File: config.mk
export PLATFORM = sky130hd
export DESIGN_NAME = order_ingress_arbiter_flat
export DESIGN_NICKNAME = d
export VERILOG_FILES = /design/src/rtl/order_ingress_arbiter_if.sv /design/src/rtl/order_ingress_arbiter.sv /design/src/flat_wrapper.sv
export SDC_FILE = /design/constraint.sdc
export NUM_CORES = 1
export LEC_CHECK = 0
export BUFFER_PORTS_ARGS = -buffer_cell sky130_fd_sc_hd__clkbuf_2
export CORE_UTILIZATION = 40
export CTS_CLUSTER_DIAMETER = 50
export CTS_CLUSTER_SIZE = 10
export DETAILED_ROUTE_END_ITERATION = 10
export PLACE_DENSITY = 0.7
export SETUP_SLACK_MARGIN = 0.3
export SYNTH_ARGS = -nofsm -noshare
export SYNTH_HDL_FRONTEND = slang
export SYNTH_SLANG_ARGS = --single-unit
export TNS_END_PERCENT = 100
File: constraint.sdc
create_clock -name clk -period 6.2 [get_ports clk]
set_clock_uncertainty 0.05 [all_clocks]
set_input_delay 0.31 -clock clk [delete_from_list [all_inputs] [get_ports clk]]
set_output_delay 0.31 -clock clk [all_outputs]
set_load 0.01 [all_outputs]
File: src/rtl/order_ingress_arbiter_if.sv
// Order ingress bus: FWFT source FIFO heads in, pop strobes back, one merged order stream out.
// master = arbiter side, slave = FIFO/engine side.
interface order_ingress_arbiter_if #(
  parameter int NUM_SRC = 3,
  parameter int DATA_W  = 32
) ();
  localparam int SRC_W = (NUM_SRC > 1) ? $clog2(NUM_SRC) : 1;

  logic [NUM_SRC-1:0]        src_enable;
  logic [NUM_SRC-1:0]        src_empty;
  logic [NUM_SRC*DATA_W-1:0] src_dout;
  logic [NUM_SRC-1:0]        src_rd_en;
  logic                      engine_busy;
  logic                      ob_input_valid;
  logic [DATA_W-1:0]         ob_input_data;
  logic [SRC_W-1:0]          ob_input_src;

  modport master (
    input  src_enable, src_empty, src_dout, engine_busy,
    output src_rd_en, ob_input_valid, ob_input_data, ob_input_src
  );

  modport slave (
    output src_enable, src_empty, src_dout, engine_busy,
    input  src_rd_en, ob_input_valid, ob_input_data, ob_input_src
  );
endinterface

File: src/rtl/order_ingress_arbiter.sv
// N-source order merger in front of the order book: strict priority with starvation guard or
// round-robin, NOP filtering. Define ARB_STATS_EN to add per-source grant and busy-stall counters.
module order_ingress_arbiter #(
  parameter int NUM_SRC      = 3,
  parameter int DATA_W       = 32,
  parameter int ARB_MODE     = 0,
  parameter int STARVE_LIMIT = 16,
  parameter int NOP_FILTER   = 1,
  parameter int CNT_W        = 32
) (
  input  logic                     clk,
  input  logic                     rst,
  order_ingress_arbiter_if.master  bus,
  output logic                     starve_force,
  output logic [CNT_W-1:0]         nop_drop_count
`ifdef ARB_STATS_EN
  ,
  output logic [NUM_SRC*CNT_W-1:0] grant_count,
  output logic [CNT_W-1:0]         busy_stall_count
`endif
);

  localparam int SRC_W  = (NUM_SRC > 1) ? $clog2(NUM_SRC) : 1;
  localparam int WAIT_W = (STARVE_LIMIT > 0) ? $clog2(STARVE_LIMIT + 1) : 1;
  localparam bit GUARD_EN = (ARB_MODE == 0) && (STARVE_LIMIT > 0);
  localparam logic [WAIT_W-1:0] WAIT_MAX = WAIT_W'(STARVE_LIMIT);

  logic [NUM_SRC-1:0] req;
  logic [NUM_SRC-1:0] starving;
  logic               pop;
  logic               guard_hit;
  logic [SRC_W-1:0]   low_idx;
  logic [SRC_W-1:0]   force_idx;
  logic [SRC_W-1:0]   rr_idx;
  logic [SRC_W-1:0]   winner;
  logic [DATA_W-1:0]  head;
  logic               head_zero;

  logic [SRC_W-1:0]   rr_ptr_q, rr_ptr_d;
  logic [WAIT_W-1:0]  wait_q [NUM_SRC];
  logic [WAIT_W-1:0]  wait_d [NUM_SRC];
  logic [CNT_W-1:0]   nop_q, nop_d;

  assign req = bus.src_enable & ~bus.src_empty;
  assign pop = ~rst & ~bus.engine_busy & (|req);

  // Descending scans so the lowest matching index is the last one written.
  always_comb begin
    int idx;
    low_idx   = '0;
    force_idx = '0;
    rr_idx    = '0;
    starving  = '0;
    idx       = 0;
    for (int i = NUM_SRC - 1; i >= 0; i--) begin
      if (req[i]) low_idx = SRC_W'(i);
      if (GUARD_EN && req[i] && (wait_q[i] >= WAIT_MAX)) begin
        starving[i] = 1'b1;
        force_idx   = SRC_W'(i);
      end
    end
    guard_hit = |starving;
    for (int k = NUM_SRC - 1; k >= 0; k--) begin
      idx = int'(rr_ptr_q) + k;
      if (idx >= NUM_SRC) idx = idx - NUM_SRC;
      if (req[idx]) rr_idx = SRC_W'(idx);
    end
  end

  always_comb begin
    if (ARB_MODE == 1)  winner = rr_idx;
    else if (guard_hit) winner = force_idx;
    else                winner = low_idx;
  end

  assign head      = bus.src_dout[int'(winner)*DATA_W +: DATA_W];
  assign head_zero = (head == '0);

  always_comb begin
    bus.src_rd_en      = '0;
    bus.ob_input_valid = 1'b0;
    bus.ob_input_data  = '0;
    bus.ob_input_src   = '0;
    starve_force       = 1'b0;
    if (pop) begin
      bus.src_rd_en      = NUM_SRC'(1) << winner;
      bus.ob_input_valid = (NOP_FILTER == 0) || !head_zero;
      bus.ob_input_data  = head;
      bus.ob_input_src   = winner;
      starve_force       = guard_hit;
    end
  end

  always_comb begin
    rr_ptr_d = rr_ptr_q;
    nop_d    = nop_q;
    if (ARB_MODE == 1 && pop) begin
      if (int'(winner) == NUM_SRC - 1) rr_ptr_d = '0;
      else                             rr_ptr_d = winner + SRC_W'(1);
    end
    if (pop && head_zero && (nop_q != '1)) nop_d = nop_q + CNT_W'(1);
    // A dropped request (empty or disabled) forgets its accumulated wait even while the engine is busy.
    for (int i = 0; i < NUM_SRC; i++) begin
      wait_d[i] = wait_q[i];
      if (!GUARD_EN || !req[i]) begin
        wait_d[i] = '0;
      end else if (pop) begin
        if (winner == SRC_W'(i))        wait_d[i] = '0;
        else if (wait_q[i] < WAIT_MAX) wait_d[i] = wait_q[i] + WAIT_W'(1);
      end
    end
  end

  always_ff @(posedge clk) begin
    if (rst) begin
      rr_ptr_q <= '0;
      nop_q    <= '0;
      for (int i = 0; i < NUM_SRC; i++) wait_q[i] <= '0;
    end else begin
      rr_ptr_q <= rr_ptr_d;
      nop_q    <= nop_d;
      for (int i = 0; i < NUM_SRC; i++) wait_q[i] <= wait_d[i];
    end
  end

  assign nop_drop_count = nop_q;

`ifdef ARB_STATS_EN
  logic [CNT_W-1:0] grant_q [NUM_SRC];
  logic [CNT_W-1:0] grant_d [NUM_SRC];
  logic [CNT_W-1:0] stall_q, stall_d;

  always_comb begin
    stall_d = stall_q;
    if ((|req) && bus.engine_busy && (stall_q != '1)) stall_d = stall_q + CNT_W'(1);
    for (int i = 0; i < NUM_SRC; i++) begin
      grant_d[i] = grant_q[i];
      if (bus.ob_input_valid && (winner == SRC_W'(i)) && (grant_q[i] != '1))
        grant_d[i] = grant_q[i] + CNT_W'(1);
    end
  end

  always_ff @(posedge clk) begin
    if (rst) begin
      stall_q <= '0;
      for (int i = 0; i < NUM_SRC; i++) grant_q[i] <= '0;
    end else begin
      stall_q <= stall_d;
      for (int i = 0; i < NUM_SRC; i++) grant_q[i] <= grant_d[i];
    end
  end

  for (genvar g = 0; g < NUM_SRC; g++) begin : g_grant_out
    assign grant_count[g*CNT_W +: CNT_W] = grant_q[g];
  end
  assign busy_stall_count = stall_q;
`endif

endmodule

File: src/flat_wrapper.sv
// flat-port wrapper written by rule: the top's interface ports become plain ports
module order_ingress_arbiter_flat 
#(
  parameter int NUM_SRC      = 3,
  parameter int DATA_W       = 32,
  parameter int ARB_MODE     = 0,
  parameter int STARVE_LIMIT = 16,
  parameter int NOP_FILTER   = 1,
  parameter int CNT_W        = 32
)
  (clk, rst, starve_force, nop_drop_count, bus_src_enable, bus_src_empty, bus_src_dout, bus_engine_busy, bus_src_rd_en, bus_ob_input_valid, bus_ob_input_data, bus_ob_input_src);
  order_ingress_arbiter_if #(.NUM_SRC(NUM_SRC), .DATA_W(DATA_W)) bus_i ();
  input  logic clk;
  input  logic rst;
  output logic starve_force;
  output logic [CNT_W-1:0] nop_drop_count;
  input wire logic [$bits(bus_i.src_enable)-1:0] bus_src_enable;
  input wire logic [$bits(bus_i.src_empty)-1:0] bus_src_empty;
  input wire logic [$bits(bus_i.src_dout)-1:0] bus_src_dout;
  input wire logic [$bits(bus_i.engine_busy)-1:0] bus_engine_busy;
  output wire logic [$bits(bus_i.src_rd_en)-1:0] bus_src_rd_en;
  output wire logic [$bits(bus_i.ob_input_valid)-1:0] bus_ob_input_valid;
  output wire logic [$bits(bus_i.ob_input_data)-1:0] bus_ob_input_data;
  output wire logic [$bits(bus_i.ob_input_src)-1:0] bus_ob_input_src;
  assign bus_i.src_enable = bus_src_enable;
  assign bus_i.src_empty = bus_src_empty;
  assign bus_i.src_dout = bus_src_dout;
  assign bus_i.engine_busy = bus_engine_busy;
  assign bus_src_rd_en = bus_i.src_rd_en;
  assign bus_ob_input_valid = bus_i.ob_input_valid;
  assign bus_ob_input_data = bus_i.ob_input_data;
  assign bus_ob_input_src = bus_i.ob_input_src;
  order_ingress_arbiter #(.NUM_SRC(NUM_SRC), .DATA_W(DATA_W), .ARB_MODE(ARB_MODE), .STARVE_LIMIT(STARVE_LIMIT), .NOP_FILTER(NOP_FILTER), .CNT_W(CNT_W)) u_core (.clk(clk), .rst(rst), .bus(bus_i), .starve_force(starve_force), .nop_drop_count(nop_drop_count));
endmodule
== Word level (Yosys, flattened, before mapping) ==
Memory sizes are Yosys's and may differ from the RTL's.
Cells that the tools add are included.
Storage, ports and cells
  flip-flop bits (word level): 32
  latch bits: 0
  bits in writable memories: 15
  ROM bits: 0
  input port bits: 105
  output and inout port bits: 71
  logic and storage cells: 69
  memories kept: 1
Memory list
  u_core.wait_q: words 3, width 5, read ports 3, clocked after memory_dff 0, write ports 3, line order_ingress_arbiter.sv:40  | logic [WAIT_W-1:0] wait_q [NUM_SRC];
Cells by class
  $add $sub $neg: 4
  multipliers: 0
  divide/modulo/power cells: 0
  order comparisons: 6
  equal/unequal tests: 3
  shifts and indexed selects: 2
  muxes and demuxes: 33
  bitwise logic cells: 9
  reduce and logical (&&, ||, !) cells: 10
Operators with widths (count)
  96-bit by 8-bit variable part select with 32-bit output: 1
  5-bit 2-to-1 mux: 15
  32-bit by 1-bit adder with 32-bit output (second input constant): 1
  32-bit logical NOT: 1
  32-bit 2-to-1 mux: 1
  32-bit != test (second input constant): 1
  2-bit 2-to-1 mux: 8
  5-bit by 1-bit adder with 5-bit output (second input constant): 3
  5-bit greater-or-equal comparator (second input constant): 3
  5-bit less-than comparator (second input constant): 3
  1-bit 2-to-1 mux: 8
  3-bit OR reduction: 2
  1-bit logical AND: 5
  3-bit bitwise AND: 1
  3-bit 2-to-1 mux: 1
  3-bit NOT: 1
  1-bit bitwise OR: 3
  1-bit by 2-bit left shift with 3-bit output (first input constant): 1
  1-bit bitwise AND: 2
  2-bit by 1-bit == test with 1-bit output (second input constant): 1
  2-bit == test (second input constant): 1
  2-bit logical NOT: 1
  1-bit NOT: 2
  1-bit logical NOT: 1

== Logic depth before layout (Yosys ltp) ==
  depth after elaboration: 12
  gate-level depth with buffers: 13
  depth with buffers taken out: 9

== Worst setup path after synthesis ==
OpenSTA, ideal clock, no wires.
  kind: reg2reg
  start: mem u_core.wait_q[0][4] (netlist name)
  end: reg u_core.nop_q[13] (netlist: u_core.nop_drop_count[13])
  setup time: 123 ps
  arrival: 2971 ps
  required time: 6027 ps
  slack: 3056 ps
  cell stages (with the launch flop): 13
  buffers on the path: 4
  clock period less this slack: 3144 ps
  cell sequence: dfxtp_1 > buf_4 > nand2b_4 > o221a_1 > buf_6 > a222oi_1 > nand4_1 > or2_1 > buf_6 > or4_4 > buf_6 > nor4_1 > mux2_1
RTL lines
  start: declaration: line order_ingress_arbiter.sv:40
  end signal: assignment: line order_ingress_arbiter.sv:121  | nop_q <= nop_d;
  end: declaration: line order_ingress_arbiter.sv:42  | logic [CNT_W-1:0] nop_q, nop_d;

==> impl_metrics.tcl <==
set metrics [dict create \
    wirelength_mm 11.4 \
    viasPerCell 5.97 \
    slew_headroom 0.305 \
    cts_tree "done" \
    avgSynthCellArea_um2 7.84 \
    die_w_um 93.2 \
    cts_setup_buffers 0 \
    drt_pass1_iterations 10 \
    hold_viol 0 \
    synth_cell_type_count 64 \
    tightest_slew_ps 1040 \
    antenna_found_initial 0 \
    ioPinCount 176 \
    crit_type "reg -> out" \
    fin_nets 689 \
    num-fill-cells 778 \
    ant_nets 0 \
    layout-drive-gt1-share 0.361 \
    die_area_mm2 0.00868 \
    area_delta_synth_final_pct 29.6 \
    cts-root-buf "clkbuf_8" \
    worstPathMaxFanout 28 \
    cellPowerDensity_mw_per_mm2 146 \
    cp_data_arrival_time_ps 3590 \
    cp.required_ps 5840 \
    start_util 0.422 \
    die_h_um 93.2 \
    synthTopCellsByCount "68 x nor2_1, 47 x dfxtp_1, 30 x a222oi_1" \
    setup_ws_ps 2250 \
    drtIter0Drc 454 \
    clockBufferDepth 2 \
    portBuffers 175 \
    clk_latency_ps 300 \
    seqCellArea_um2 941 \
    synth_fp_nets 533 \
    cp-end-kind "primary output" \
    yosysWarnings 0 \
    cts_buffers 5 \
    hpwl_mm 8.77 \
    path_clk_slew_ps 80 \
    syn_area_mm2 0.00333 \
    antenna_cells 0 \
    synth_most_common_cell "nor2_1" \
    rows 32 \
    netlist_top_cells_area "dfxtp_1 28%, a222oi_1 9.0%, nor2_1 7.7%, mux2_2 3.7%, a21oi_1 3.5%" \
    grt_usage 0.258 \
    ys.flop_type "dfxtp_1" \
    grt_max_degree 49 \
    core_area_mm2 0.00789 \
    netlist_instances 424 \
    finalCritPeriodShare 0.637 \
    peakVddDrop_mv 0.0997 \
    ys_seq_area_frac 0.283 \
    fin_crit_ps 3950 \
    multi_input_area_mm2 0.00220 \
    drv_slew 0 \
    hold_class "in -> reg" \
    yosysTopAreaCellShare 0.283 \
    outcome "complete, no violations" \
    ys_seq_elements 47 \
    num_vias 4075 \
    power.leakage_nw 1.81 \
    rsz0062_at_grt "no" \
    route.detailed.drc 0 \
    cts_resized 0 \
    yosys.area.top_type "dfxtp_1" \
    grt_remaining_overflow 0 \
    maxCapViolCount 0 \
    grt_pass1_wl_mm 18.3 \
    synthArstFlopShare 0 \
    synth_edf_count 0 \
    startpoint_type "flip-flop" \
    wl_per_cell_um 16.6 \
    gp_congestion 0.928 \
    place_ws_ps 2370 \
    hold_buffers 0 \
    cts.sinks 47 \
    setup_tns_ps 0 \
    max_freq_mhz 253 \
    grt_pass1_vias 3804 \
    setup_viol 0 \
    h-tree-depth 2 \
]
==> layer usage <==
layer  vias up  global-route usage  part of all wire
met1      1914               0.361              0.45
met5         -                   0                 0
met4         0              0.0500             0.010
met3        15              0.0455             0.065
li1       1967                   -                 -
met2       179               0.416              0.48
==> kinds of logic after synthesis <==
| logic type | after synthesis | share of synthesized area |
|---|---|---|
| multiplexers | 17 | 0.0561 |
| buffers and inverters | 41 | 0.0594 |
| AO/OA/AOI/OAI | 105 | 0.246 |
| flip-flops | 47 | 0.283 |
| AND/OR/NAND/NOR | 207 | 0.333 |
| XOR/XNOR | 3 | 0.00790 |
| adder cells (fa/ha/maj) | 4 | 0.0150 |
==> worst max-delay path, cell delays in order (launching register included) <==
cell	delay (ps)
dfxtp_1	510
nand2b_4	110
o221a_1	580
a222oi_1	530
nand4_1	130
or2_1	340
or4_4	700
and2_1	240
clkbuf_2	130
==> final timing paths <==
| path | slack [ps] | cells past startpoint | endpoint | startpoint |
|---|---|---|---|---|
| worst max register to register | 2420 | 8 | u_core.nop_drop_count[13]$_SDFFE_PP0P_ | u_core.wait_q[0][9]$_SDFFE_PP0P_ |
| worst min register to register | 430 | 2 | u_core.wait_q[0][13]$_SDFFE_PP0P_ | u_core.wait_q[0][13]$_SDFFE_PP0P_ |
| worst max-delay path | 2250 | 8 | bus_ob_input_valid | u_core.wait_q[0][9]$_SDFFE_PP0P_ |
| worst min-delay path | 410 | 4 | u_core.wait_q[0][13]$_SDFFE_PP0P_ | bus_src_empty[2] |
==> area by class of cell <==
type,count,area share
Multi-Input combinational cell,336,0.509
Sequential cell,47,0.218
Timing Repair Buffer,180,0.212
Tap cell,102,0.0296
Clock buffer,7,0.0200
Inverter,10,0.00871
Clock inverter,1,0.00203
==> flip-flops by register name (all words and copies together) (netlist names) <==
register,count
u_core.wait_q,15
u_core.nop_drop_count,32
==> cells in the final DEF (no fill, tap or decap), types with 8 or more instances in the layout <==
cell and n:
a222oi_1 30, clkbuf_2 175, nor2b_1 13, or4_1 8, dfxtp_1 47, nor2_1 68, mux2_2 11, nor4_1 16
a21oi_1 23, inv_1 9, nor3_1 10, nand4_1 12, nand2_1 19, nand3_1 18, o21ai_0 13, and2_1 8
==> where the power goes <==
group	leakage [nW]	switching, mW	internal (mW)
clock	0.0484	0.103	0.0915
combinational	1.38	0.0759	0.0583
sequential	0.378	0.000215	0.302
total	1.81	0.179	0.452
==> through the flow <==
step	power, mW	utilization	hold WS (ps)	area [µm²]	cells
final	0.631	0.546	407	4310	683
after global routing	0.661	0.546	448	4310	683
after CTS	0.633	0.546	394	4310	683
after detailed placement	0.441	0.534	425	4220	675
after global placement	0.439	0.534	416	4220	675
after floorplan	0.378	-	403	3330	424
(Power assumes the default switching activity.)
